**src/rtl/dla_pkg.sv**
```systemverilog
// Shared types and default widths for the DLA datapath blocks.
// The MAC accumulator and its requantiser both import this package.
package dla_pkg;

    typedef enum logic {
        ACCUM = 1'b0,
        DRAIN = 1'b1
    } mac_state_e;

    localparam int DLA_IN_WIDTH  = 8;
    localparam int DLA_ACC_WIDTH = 24;
    localparam int DLA_OUT_WIDTH = 8;
    localparam int DLA_VEC_LEN   = 16;
    localparam int DLA_SHIFT     = 4;

    // Smallest accumulator that cannot overflow over a whole vector of worst-case products.
    function automatic int min_acc_width(input int in_width, input int vec_len);
        return 2 * in_width + $clog2(vec_len);
    endfunction

endpackage : dla_pkg

```
**src/rtl/requant_sat.sv**
```systemverilog
// Combinational requantiser: round-half-up arithmetic right shift of the
// accumulator, then signed saturation to OUT_WIDTH with a clip flag.
module requant_sat #(
    parameter int ACC_WIDTH = dla_pkg::DLA_ACC_WIDTH,
    parameter int OUT_WIDTH = dla_pkg::DLA_OUT_WIDTH,
    parameter int SHIFT     = dla_pkg::DLA_SHIFT
) (
    input  logic signed [ACC_WIDTH-1:0] acc_i,
    output logic signed [OUT_WIDTH-1:0] out_o,
    output logic                        sat_o
);

    // One guard bit so the rounding increment can never wrap.
    localparam int EW = ACC_WIDTH + 1;

    localparam logic signed [EW-1:0] OUT_MAX =
        {{(EW-OUT_WIDTH+1){1'b0}}, {(OUT_WIDTH-1){1'b1}}};
    localparam logic signed [EW-1:0] OUT_MIN =
        {{(EW-OUT_WIDTH+1){1'b1}}, {(OUT_WIDTH-1){1'b0}}};

    logic signed [EW-1:0] acc_ext;
    logic signed [EW-1:0] shifted;

    assign acc_ext = {acc_i[ACC_WIDTH-1], acc_i};

    if (SHIFT > 0) begin : g_round
        localparam logic signed [EW-1:0] HALF = {{(EW-1){1'b0}}, 1'b1} << (SHIFT - 1);
        logic signed [EW-1:0] rounded;
        assign rounded = acc_ext + HALF;
        assign shifted = rounded >>> SHIFT;
    end else begin : g_pass
        assign shifted = acc_ext;
    end

    always_comb begin
        out_o = shifted[OUT_WIDTH-1:0];
        sat_o = 1'b0;
        if (shifted > OUT_MAX) begin
            out_o = OUT_MAX[OUT_WIDTH-1:0];
            sat_o = 1'b1;
        end else if (shifted < OUT_MIN) begin
            out_o = OUT_MIN[OUT_WIDTH-1:0];
            sat_o = 1'b1;
        end
    end

endmodule : requant_sat

```
**src/rtl/mac_accumulator.sv**
```systemverilog
// Vector MAC: accumulates VEC_LEN signed a*w products, then presents one
// requantised, saturated result and holds it until the consumer takes it.
module mac_accumulator
    import dla_pkg::*;
#(
    parameter int IN_WIDTH  = DLA_IN_WIDTH,
    parameter int ACC_WIDTH = DLA_ACC_WIDTH,
    parameter int OUT_WIDTH = DLA_OUT_WIDTH,
    parameter int VEC_LEN   = DLA_VEC_LEN,
    parameter int SHIFT     = DLA_SHIFT
) (
    input  logic                        clk,
    input  logic                        rst,
    input  logic                        in_valid,
    output logic                        in_ready,
    input  logic signed [IN_WIDTH-1:0]  a,
    input  logic signed [IN_WIDTH-1:0]  w,
    output logic                        out_valid,
    input  logic                        out_ready,
    output logic signed [OUT_WIDTH-1:0] out,
    output logic                        out_sat
);

    localparam int PW = 2 * IN_WIDTH;
    localparam int CW = $clog2(VEC_LEN + 1);

    if (ACC_WIDTH < min_acc_width(IN_WIDTH, VEC_LEN)) begin : g_bad_acc_width
        $error("mac_accumulator: ACC_WIDTH too small for IN_WIDTH and VEC_LEN");
    end
    if (VEC_LEN < 2 || VEC_LEN > 256) begin : g_bad_vec_len
        $error("mac_accumulator: VEC_LEN outside 2..256");
    end
    if (SHIFT < 0 || SHIFT > ACC_WIDTH - 1) begin : g_bad_shift
        $error("mac_accumulator: SHIFT outside 0..ACC_WIDTH-1");
    end

    mac_state_e                  state_q, state_d;
    logic signed [ACC_WIDTH-1:0] acc_q, acc_d;
    logic [CW-1:0]               count_q, count_d;
    logic signed [OUT_WIDTH-1:0] out_q, out_d;
    logic                        out_sat_q, out_sat_d;

    logic signed [PW-1:0]        a_ext, w_ext, prod;
    logic signed [ACC_WIDTH-1:0] acc_sum;
    logic signed [OUT_WIDTH-1:0] rq_out;
    logic                        rq_sat;
    logic                        last_beat;

    // Sign-extend before multiplying so the full 2*IN_WIDTH product is kept.
    assign a_ext   = {{IN_WIDTH{a[IN_WIDTH-1]}}, a};
    assign w_ext   = {{IN_WIDTH{w[IN_WIDTH-1]}}, w};
    assign prod    = a_ext * w_ext;
    assign acc_sum = acc_q + {{(ACC_WIDTH-PW){prod[PW-1]}}, prod};

    assign last_beat = (count_q == CW'(VEC_LEN - 1));

    // Requantise the sum including the final beat so the result lands with the DRAIN entry.
    requant_sat #(
        .ACC_WIDTH (ACC_WIDTH),
        .OUT_WIDTH (OUT_WIDTH),
        .SHIFT     (SHIFT)
    ) u_requant_sat (
        .acc_i (acc_sum),
        .out_o (rq_out),
        .sat_o (rq_sat)
    );

    always_ff @(posedge clk) begin
        if (rst) begin
            state_q   <= ACCUM;
            acc_q     <= '0;
            count_q   <= '0;
            out_q     <= '0;
            out_sat_q <= 1'b0;
        end else begin
            state_q   <= state_d;
            acc_q     <= acc_d;
            count_q   <= count_d;
            out_q     <= out_d;
            out_sat_q <= out_sat_d;
        end
    end

    always_comb begin
        state_d   = state_q;
        acc_d     = acc_q;
        count_d   = count_q;
        out_d     = out_q;
        out_sat_d = out_sat_q;
        in_ready  = 1'b0;
        out_valid = 1'b0;
        case (state_q)
            ACCUM: begin
                in_ready = 1'b1;
                if (in_valid) begin
                    acc_d   = acc_sum;
                    count_d = count_q + CW'(1);
                    if (last_beat) begin
                        state_d   = DRAIN;
                        out_d     = rq_out;
                        out_sat_d = rq_sat;
                    end
                end
            end
            DRAIN: begin
                out_valid = 1'b1;
                if (out_ready) begin
                    state_d = ACCUM;
                    acc_d   = '0;
                    count_d = '0;
                end
            end
            default: state_d = ACCUM;
        endcase
    end

    assign out     = out_q;
    assign out_sat = out_sat_q;

endmodule : mac_accumulator

```
**config.mk**
```make
export PLATFORM = sky130hd
export DESIGN_NAME = mac_accumulator
export DESIGN_NICKNAME = d
export VERILOG_FILES = /design/src/rtl/dla_pkg.sv /design/src/rtl/requant_sat.sv /design/src/rtl/mac_accumulator.sv
export SDC_FILE = /design/constraint.sdc
export NUM_CORES = 1
export LEC_CHECK = 0
export ABC_AREA = 1
export CORE_ASPECT_RATIO = 1.75
export CORE_UTILIZATION = 67
export DETAILED_ROUTE_END_ITERATION = 8
export DONT_BUFFER_PORTS = 1
export PLACE_DENSITY = 0.93
export SETUP_SLACK_MARGIN = 0.05
export SYNTH_ARGS = -nofsm -noshare
export SYNTH_HDL_FRONTEND = slang
export SYNTH_HIERARCHICAL = 1
export SYNTH_SLANG_ARGS = --single-unit
```
**constraint.sdc**
```tcl
create_clock -name clk -period 12.1 [get_ports clk]
set_input_delay 3.63 -clock clk [delete_from_list [all_inputs] [get_ports clk]]
set_output_delay 3.63 -clock clk [all_outputs]
set_load 0.005 [all_outputs]
```
==> results by group, run 1 <==
Run status
  • Status: complete, no violations

Timing
  • Clock skew: between 6 and 7 ps
  • Worst Hold Slack: approximately 470 ps
  • Minimum clock period: 10530 ps
  • Final setup viols: 0
  • RSZ-0062 raised after global routing: no
  • Final hold violation count: 0
  • Highest clock rate: between 0.09 and 0.1 GHz
  • Slew headroom: 39.0%
  • Worst setup margin: approximately 1600 ps
  • Final period utilization: 87.0%
  • Fin. max-slew vios: 0
  • Least-Margin Pin Slew: approximately 910 ps
  • Fin Setup TNS: 0 ps

Synthesis
  • Synth Area in Compound Gates: 8.58%
  • Main synth FF type: dfxtp_1
  • Syn nets: 1134
  • Post-synth cell types: 43
  • Post-synthesis simple-gate area fraction: approximately a third
  • Top cell type's share of synthesized area: ~18%
  • Register area share after synthesis: between 10 and 15%
  • Post-Syn Area per Cell: 6.45 um2
  • Post-synth EDFFs: 0
  • Post-synthesis adder-cell area fraction: 28.4%
  • Ys async rst share: 0%
  • Cell accounting for the most synthesized area: nand2_1
  • Synth top area cells: nand2_1 (18%), fa_1 (17%), dfxtp_1 (12%)
  • Synth Area in XOR/XNOR: under 10%
  • Synth warn: 6
  • Post-synthesis register bit count: 39
  • Mux contribution to synthesized area: 0%
  • Synthesized area: 6460 um2
  • Synthesized instance count: between 1k and 1.5k
  • Largest family of logic cells by synthesized area: simple AND/OR/NAND/NOR gates

Finish
  • Nets: 1120
  • Fill cells: about 810
  • Fraction of layout cells with a size suffix above 1: 5.67%
  • Antenna diodes: 0
  • Layout Cells excl Fill: 1110
  • Area Overhead vs Synth: 3.95%

Place
  • Detailed Place HPWL: 13600 um
  • Place WS: 1370 ps
  • Placer Congestion: between 0.9 and 1
  • I/O Buffers: 0
  • Placed cell count: around 1.1k

Min path
  • HP Class: flip-flop to flip-flop

Floorplan
  • Core Footprint: 9410 um2
  • Row Count: 47
  • Initial Utilization: 68.6%
  • Die width: roughly 76 um
  • Die ar.: 10000 um2
  • # IOs: 31
  • Die Height: 132 um

Critical path
  • Arrival time worst endpoint: 10710 ps
  • Crit Path Category: input pin to flip-flop
  • WP buf/inv: 4
  • Flop-to-flop setup slack: 8190 ps
  • Critical path's slowest cell: fa_1
  • Most used cell, CP: nand2_1
  • Max incr delay on CP: between 500 and 600 ps
  • Largest delay share family, worst path: adder cells
  • WP data required: between 10000 and 15000 ps
  • CP endpoint kind: flip-flop
  • Critical Path Start Type: input pin
  • CP Max Fanout: 8

CTS
  • CTS Buf Count: 5
  • Clock sink count: 39
  • Post-CTS Hold Buffers: 0
  • Longest Clk Path Bufs: 2
  • Root buf cell: clkbuf_16
  • Clock Latency Late Sink: 290 ps
  • # Post-CTS Setup Buffers: 0
  • H-tree levels: 2
  • Worst-path clk slew: 60 ps
  • TritonCTS clock tree: done
  • Post-cts sizing count: 0

Job
  • Max-capacitance violation count: 0

Drt
  • Antenna viol nets, final: 0
  • Drc violations: 0
  • Wire per inst: 14.4 um
  • 1st-iter DRT viols: 353
  • Post-Route WL: 16000 um
  • Vias per cell: 5.46
  • Iteration count of the initial detailed-routing pass: 6
  • Vias: 6058

GRT
  • Global route overflow: 0
  • GR Util All Layers: roughly a third
  • Largest net degree at the start of global routing: 40
  • Initial antenna violation count: 0
  • First-pass GRT wire length: 26700 um
  • Number of global-route vias before repair: 6165
-- cell usage after synthesis (7+ instances only) --
master,count
a21oi_1,66
and2_1,7
clkbuf_1,20
dfxtp_1,39
fa_1,56
ha_1,57
inv_1,204
inv_2,8
nand2_1,305
nand3_1,41
nand3_2,8
nand4_1,11
nor2_1,64
nor2_2,8
nor3_1,7
o21ai_0,11
xnor2_1,11
xor2_1,19
-- cells in the final DEF (no fill, tap or decap), types with 4 or more instances in the layout --
cell and n:
o21ai_0 11, o21ai_1 6, inv_2 8, inv_1 204, o21bai_1 5, xor2_1 19, clkbuf_16 5, nand2_1 305
dfxtp_1 39, nand4_1 11, nand2_2 6, a21oi_1 66, nand3_2 8, nor2_2 8, nor2_1 64, nand3b_1 6
xnor2_1 11, nand3_1 41, nor3_1 7, ha_1 57, and2_1 7, nand2_4 4, fa_1 56
-- kinds of logic after synthesis --
| group | after synthesis |
|---|---|
| buffers and inverters | 237 |
| flip-flops | 39 |
| adder cells (fa/ha/maj) | 113 |
| AO/OA/AOI/OAI | 101 |
| AND/OR/NAND/NOR | 479 |
| XOR/XNOR | 32 |
-- registers in the layout, summed over array words and instances (netlist names) --
| signal | cells |
|---|---|
| state_q | 1 |
| out | 8 |
| out_sat | 1 |
| count_q | 5 |
| acc_q | 24 |
-- cell type report --
type / count / area [um2] / share of cell area [%]
clock inverter: 2 / 35.0 / 0.522
clock buffer: 6 / 139 / 2.07
timing repair buffer: 3 / 22.5 / 0.336
tap: 122 / 153 / 2.27
inverter: 213 / 800 / 11.9
sequential: 39 / 781 / 11.6
multi-input combinational: 725 / 4780 / 71.3
-- final timing paths --
| check | from | endpoint | depth (start not counted) |
|---|---|---|---|
| setup reg to reg | acc_q[0] | out[3] | 20 |
| hold reg to reg | acc_q[3] | acc_q[3] | 2 |
| hold / removal | acc_q[3] | acc_q[3] | 2 |
| setup / recovery | w[7] | out_sat | 37 |
-- worst reg2reg max path: stages, from the launching register on --
cell	delay, ps
dfxtp_1	330
ha_1	260
inv_1	90
fa_1	450
o21ai_1	360
a21oi_1	140
xnor2_1	640
nand2_1	250
nor2_4	220
nand2_4	110
nor2_8	120
nand3b_1	80
nand2_1	100
nand2_1	80
nor2_2	120
nand3_2	110
nand2_4	100
nand2_1	60
nand2_1	50
nand2_1	50
a21oi_1	120
-- per-layer routing --
layer  wire length, um  share of wire, %  track usage (%)  vias up
met5                 0                 0                0        -
met1              5350                33             28.9     2816
met2              8990                56             66.9      165
met4              1190               7.4             25.3        0
met3               511               3.2             4.22       72
li1                  -                 -                -     3005
-- stage by stage --
step / utilization [%] / area, um2
2_1_floorplan: - / 6460
3_3_place_gp: 69.5 / 6540
3_5_place_dp: 69.5 / 6540
4_1_cts: 71.3 / 6710
5_1_grt: 71.3 / 6710
6_report: 71.3 / 6710
Power of run 1 is not shown: default switching activity piles up to over one toggle a cycle in this logic, so the estimate is an artifact.
==> run 2, diff against run 1 <==
ABC_AREA = not set   (was 1)
CORE_MARGIN = 5   (was not set)
CORE_UTILIZATION = 66   (was 67)
PLACE_DENSITY = 0.82   (was 0.93)
==> results by group, run 2 <==
Run status
  • Status: complete, no violations

Timing
  • Final setup viols: 0
  • Final period utilization: 90.7%
  • Final hold violation count: 0
  • Clock skew: 6.44 ps
  • Highest clock rate: around 0.091 GHz
  • Slew headroom: 16.3%
  • Fin. max-slew vios: 0
  • Minimum clock period: 10980 ps
  • Fin Setup TNS: 0 ps
  • Worst setup margin: 1120 ps
  • Least-Margin Pin Slew: 1250 ps
  • RSZ-0062 raised after global routing: no

Floorplan
  • Core Footprint: about 8300 um2
  • Die width: 79.8 um
  • Initial Utilization: between 60% and 70%
  • Row Count: 44
  • Die Height: between 100 and 150 um
  • # IOs: 31
  • Die ar.: 10600 um2

Place
  • Place WS: between 900 and 1000 ps
  • Placer Congestion: between 0.8 and 0.9
  • I/O Buffers: 0
  • Detailed Place HPWL: between 10000 and 15000 um

CTS
  • Longest Clk Path Bufs: 2
  • Root buf cell: clkbuf_16
  • H-tree levels: 2
  • Post-cts sizing count: 0
  • # Post-CTS Setup Buffers: 0
  • TritonCTS clock tree: done
  • Clock sink count: 39
  • CTS Buf Count: 5
  • Worst-path clk slew: 60 ps
  • Post-CTS Hold Buffers: 0
  • Clock Latency Late Sink: slightly below 300 ps

Critical path
  • Critical path's slowest cell: fa_1
  • CP Max Fanout: 10
  • Critical Path Start Type: input pin
  • CP endpoint kind: flip-flop
  • Crit Path Category: input pin to flip-flop
  • WP data required: 12280 ps
  • Largest delay share family, worst path: compound AO/OA/AOI/OAI gates
  • Max incr delay on CP: 530 ps
  • WP buf/inv: 4
  • Arrival time worst endpoint: 11160 ps

Drt
  • Met3 wire length: 458 um
  • Vias: 4661
  • 1st-iter DRT viols: around 200
  • Post-Route WL: about 13000 um
  • Uppermost layer routed: met4
  • Drc violations: 0
  • Wire per inst: 16.2 um
  • Iteration count of the initial detailed-routing pass: 4
  • Vias per cell: between 5 and 6
  • Metal-1 WL: 4290 um
  • Met2 wire length: 7320 um
  • Antenna viol nets, final: 0

GRT
  • First-pass GRT wire length: 21900 um
  • GR Util All Layers: between 20% and 30%
  • Global route overflow: 0
  • Initial antenna violation count: 0
  • Number of global-route vias before repair: ~5.1k
  • Largest net degree at the start of global routing: 41

Finish
  • Area Overhead vs Synth: 5.49%
  • Most common cell after layout, fill and taps aside: inv_1
  • Max reg flops: 24
  • Fraction of layout cells with a size suffix above 1: 4.91%
  • Nets: 804
  • Reg with most FFs: acc_q
  • Antenna diodes: 0
  • Highest-count cells in the layout ignoring fill and taps: inv_1 (105), ha_1 (57), fa_1 (56)

Synthesis
  • Synthesized area: 5630 um2
  • Post-synth cell types: 67
  • Syn nets: about 810
  • Post-Syn Area per Cell: 8.36 um2
  • Cell accounting for the most synthesized area: fa_1
  • Register area share after synthesis: approximately 14%
  • Synth warn: 6
  • Main synth FF type: dfxtp_1
  • Synth top area cells: fa_1 (20%), dfxtp_1 (14%), ha_1 (13%)
  • Ys async rst share: 0%
  • Synthesized instance count: 674
  • Post-synthesis register bit count: 39
  • Synth top cells by count: inv_1 (105), ha_1 (57), fa_1 (56)
  • Post-synth EDFFs: 0
  • Top cell type's share of synthesized area: 19.9%
  • Most common cell in the netlist: inv_1

Job
  • Max-capacitance violation count: 0

Min path
  • HP Class: flip-flop to flip-flop
## run 2: cell count changes in the layout (fill, tap and decap cells not counted), sizes merged, moves of 6 or more
cell	before	now
a21o	3	12
a21oi	68	40
a22oi	0	22
and2	7	47
and3	0	6
inv	212	105
nand2	315	54
nand3	49	15
nor2	76	48
nor2b	0	8
o21ai	17	23
xnor2	12	33
xor2	20	11
## run 2: metal layers
layer	vias to the layer above	GRT usage (%)
met5	-	0
met4	0	15.2
met3	57	3.28
met2	127	50.6
met1	2229	23.4
li1	2248	-
## run 2: layout make-up
cell class              instances  area (um2)
clock inverters                 3        67.6
multi-input cells             518        4420
repair buffers                  2        15.0
well taps                     115         144
fillers                       683        2370
inverters                     105         394
clock buffers                   5         125
flip-flops and latches         39         781
## run 2: worst register-to-register path: stages, from the launching register on
cell,delay (ps)
dfxtp_1,340
ha_1,200
inv_1,70
fa_1,400
and2b_1,230
o211ai_1,110
a31oi_1,440
o21ai_0,180
a21boi_0,300
o21ai_0,170
a222oi_1,340
buf_4,210
nand4_4,150
nor3_4,340
nand2_1,100
xor2_1,280
nand4_1,210
o31ai_4,340
o21ai_1,130
nand2_1,80
a21oi_1,60
## run 2: per-stage QoR
stage               instance area, um2  cells  util (%)  hold slack, ps
global route                      5940    787      71.5             497
global placement                  5750    779      69.2             458
finish                            5940    787      71.5             471
CTS                               5940    787      71.5             476
floorplan                         5630    674         -             441
detailed placement                5750    779      69.2             468
## run 2: logic make-up (layout without fill, tap and decap cells)
kind of cell    count (synthesis)  count (layout)  synth area share, %
compound gates                139             139                 17.5
simple gates                  218             218                 20.6
fa+ha+maj                     113             113                 32.6
xor+xnor                       44              44                 6.97
buf+inv                       117             115                 7.80
mux                             4               4                0.733
flops                          39              39                 13.9
## run 2: worst paths after layout
path | slack, ps | cells past startpoint | end | start
worst min-delay path | 470 | 2 | out_sat | out_sat
worst max register to register | 7310 | 20 | out[6] | acc_q[0]
worst min register to register | 470 | 2 | out_sat | out_sat
worst max-delay path | 1120 | 30 | out[6] | a[7]
Power of run 2 is left out for the same reason.
==> run 3, diff against run 2 <==
PLACE_DENSITY = not set   (was 0.82)
PLACE_DENSITY_LB_ADDON = 0.15   (was not set)
==> results by group, run 3 (synthesis gave the netlist of run 2 again) <==
CTS
  • # Post-CTS Setup Buffers: 0
  • Root buf cell: clkbuf_16
  • Post-CTS Hold Buffers: 0
  • H-tree levels: 2
  • Longest Clk Path Bufs: 2
  • Worst-path clk slew: 60 ps
  • TritonCTS clock tree: done
  • Post-cts sizing count: 0
  • CTS Buf Count: 5
  • Clock sink count: 39
  • Clock Latency Late Sink: 280 ps

Critical path
  • FF-to-FF Start: acc_q[0]
  • WP data required: 12270 ps
  • CP Max Fanout: 10
  • Largest delay share family, worst path: adder cells
  • Critical path's slowest cell: fa_1
  • Arrival time worst endpoint: between 10000 and 15000 ps
  • CP endpoint kind: flip-flop
  • Critical Path Start Type: input pin
  • CP startpoint: w[4]
  • Crit Path Category: input pin to flip-flop
  • Max incr delay on CP: 540 ps
  • WP buf/inv: 4

Timing
  • RSZ-0062 raised after global routing: no
  • Fin Setup TNS: 0 ps
  • Final setup viols: 0
  • Final hold violation count: 0
  • Least-Margin Pin Slew: 992 ps
  • Worst setup margin: 1090 ps
  • Highest clock rate: 0.0908 GHz
  • Slew headroom: 33.4%
  • Clock skew: approximately 4.9 ps
  • Fin. max-slew vios: 0
  • Final period utilization: slightly above 90%
  • Minimum clock period: between 10000 and 15000 ps

Floorplan
  • # IOs: 31
  • Core Footprint: 8310 um2
  • Initial Utilization: 67.8%
  • Die ar.: roughly 11000 um2
  • Die Height: 132 um
  • Die width: 79.8 um
  • Row Count: 44

Finish
  • Core Util, Final: 71.3%
  • Multi-input gate area: 4420 um2
  • Antenna diodes: 0
  • Max reg flops: 24
  • Reg with most FFs: acc_q
  • Register area: about 780 um2
  • Fraction of layout cells with a size suffix above 1: 5.05%
  • Layout Cells excl Fill: approximately 800
  • Highest-count cells in the layout ignoring fill and taps: inv_1 (105), ha_1 (57), fa_1 (56)
  • Most common cell after layout, fill and taps aside: inv_1
  • Area Overhead vs Synth: 5.29%
  • Fill cells: 681
  • Nets: 805

GRT
  • GR Util All Layers: 25.1%
  • Largest net degree at the start of global routing: just over 40
  • First-pass GRT wire length: 21600 um
  • Global route overflow: 0
  • Initial antenna violation count: 0
  • Number of global-route vias before repair: 5063

Drt
  • Vias: 4665
  • Vias per cell: 5.92
  • Post-Route WL: 12500 um
  • Iteration count of the initial detailed-routing pass: 4
  • Drc violations: 0
  • 1st-iter DRT viols: 233
  • Antenna viol nets, final: 0
  • Wire per inst: 15.8 um

Place
  • Placed cell count: 780
  • Placer Congestion: around 0.93
  • I/O Buffers: 0
  • Detailed Place HPWL: 10400 um
  • Place WS: between 900 and 1000 ps

Min path
  • Hold Path Origin: out_sat
  • HP Class: flip-flop to flip-flop

Run status
  • Status: complete, no violations

Job
  • Max-capacitance violation count: 0
## run 3: cell types whose count changed in the layout (fill, tap and decap cells not counted), sizes merged
cell,previous run,this run
clkinv,0,1
buf,2,3
clkbuf,5,6
bufinv,2,1
clkinvlp,1,0
## run 3: path summary, 6_finish.rpt
check | cells after the start | to | slack [ps]
worst max-delay path | 31 | out[6] | 1090
worst min-delay path | 2 | out_sat | 470
worst max register to register | 20 | out[6] | 7360
worst min register to register | 2 | out_sat | 470
## run 3: worst reg2reg max path, cell delays in order (launching register included)
cell and delay, ps:
dfxtp_1 330, ha_1 190, inv_1 60, fa_1 400
and2b_1 230, o211ai_1 110, a31oi_1 460, o21ai_0 180
a21boi_0 300, o21ai_0 140, a222oi_1 320, buf_4 210
nand4_4 150, nor3_4 330, nand2_1 110, xor2_1 190
nor4_2 390, a21oi_2 180, o21ai_1 160, nand2_1 60
a21oi_1 170
## run 3: area by class of cell
cell class	count	share of cell area, %
Sequential cell	39	13.2
Tap cell	115	2.43
Inverter	105	6.65
Timing Repair Buffer	3	0.380
Clock buffer	6	2.34
Clock inverter	2	0.591
Multi-Input combinational cell	518	74.5
## run 3: metal layers
metal | vias up | wire length, um | track usage [%]
met1 | 2253 | 4290 | 24.1
met3 | 51 | 386 | 2.53
met4 | 0 | 707 | 14.9
met2 | 105 | 7080 | 48.9
met5 | - | 0 | 0
li1 | 2256 | - | -
## run 3: stage by stage
stage	cell area (um2)	hold WS, ps
after floorplan	5630	441
final	5930	468
after global routing	5930	496
after CTS	5930	472
after detailed placement	5760	463
after global placement	5760	457
Power of run 3 is left out for the same reason.
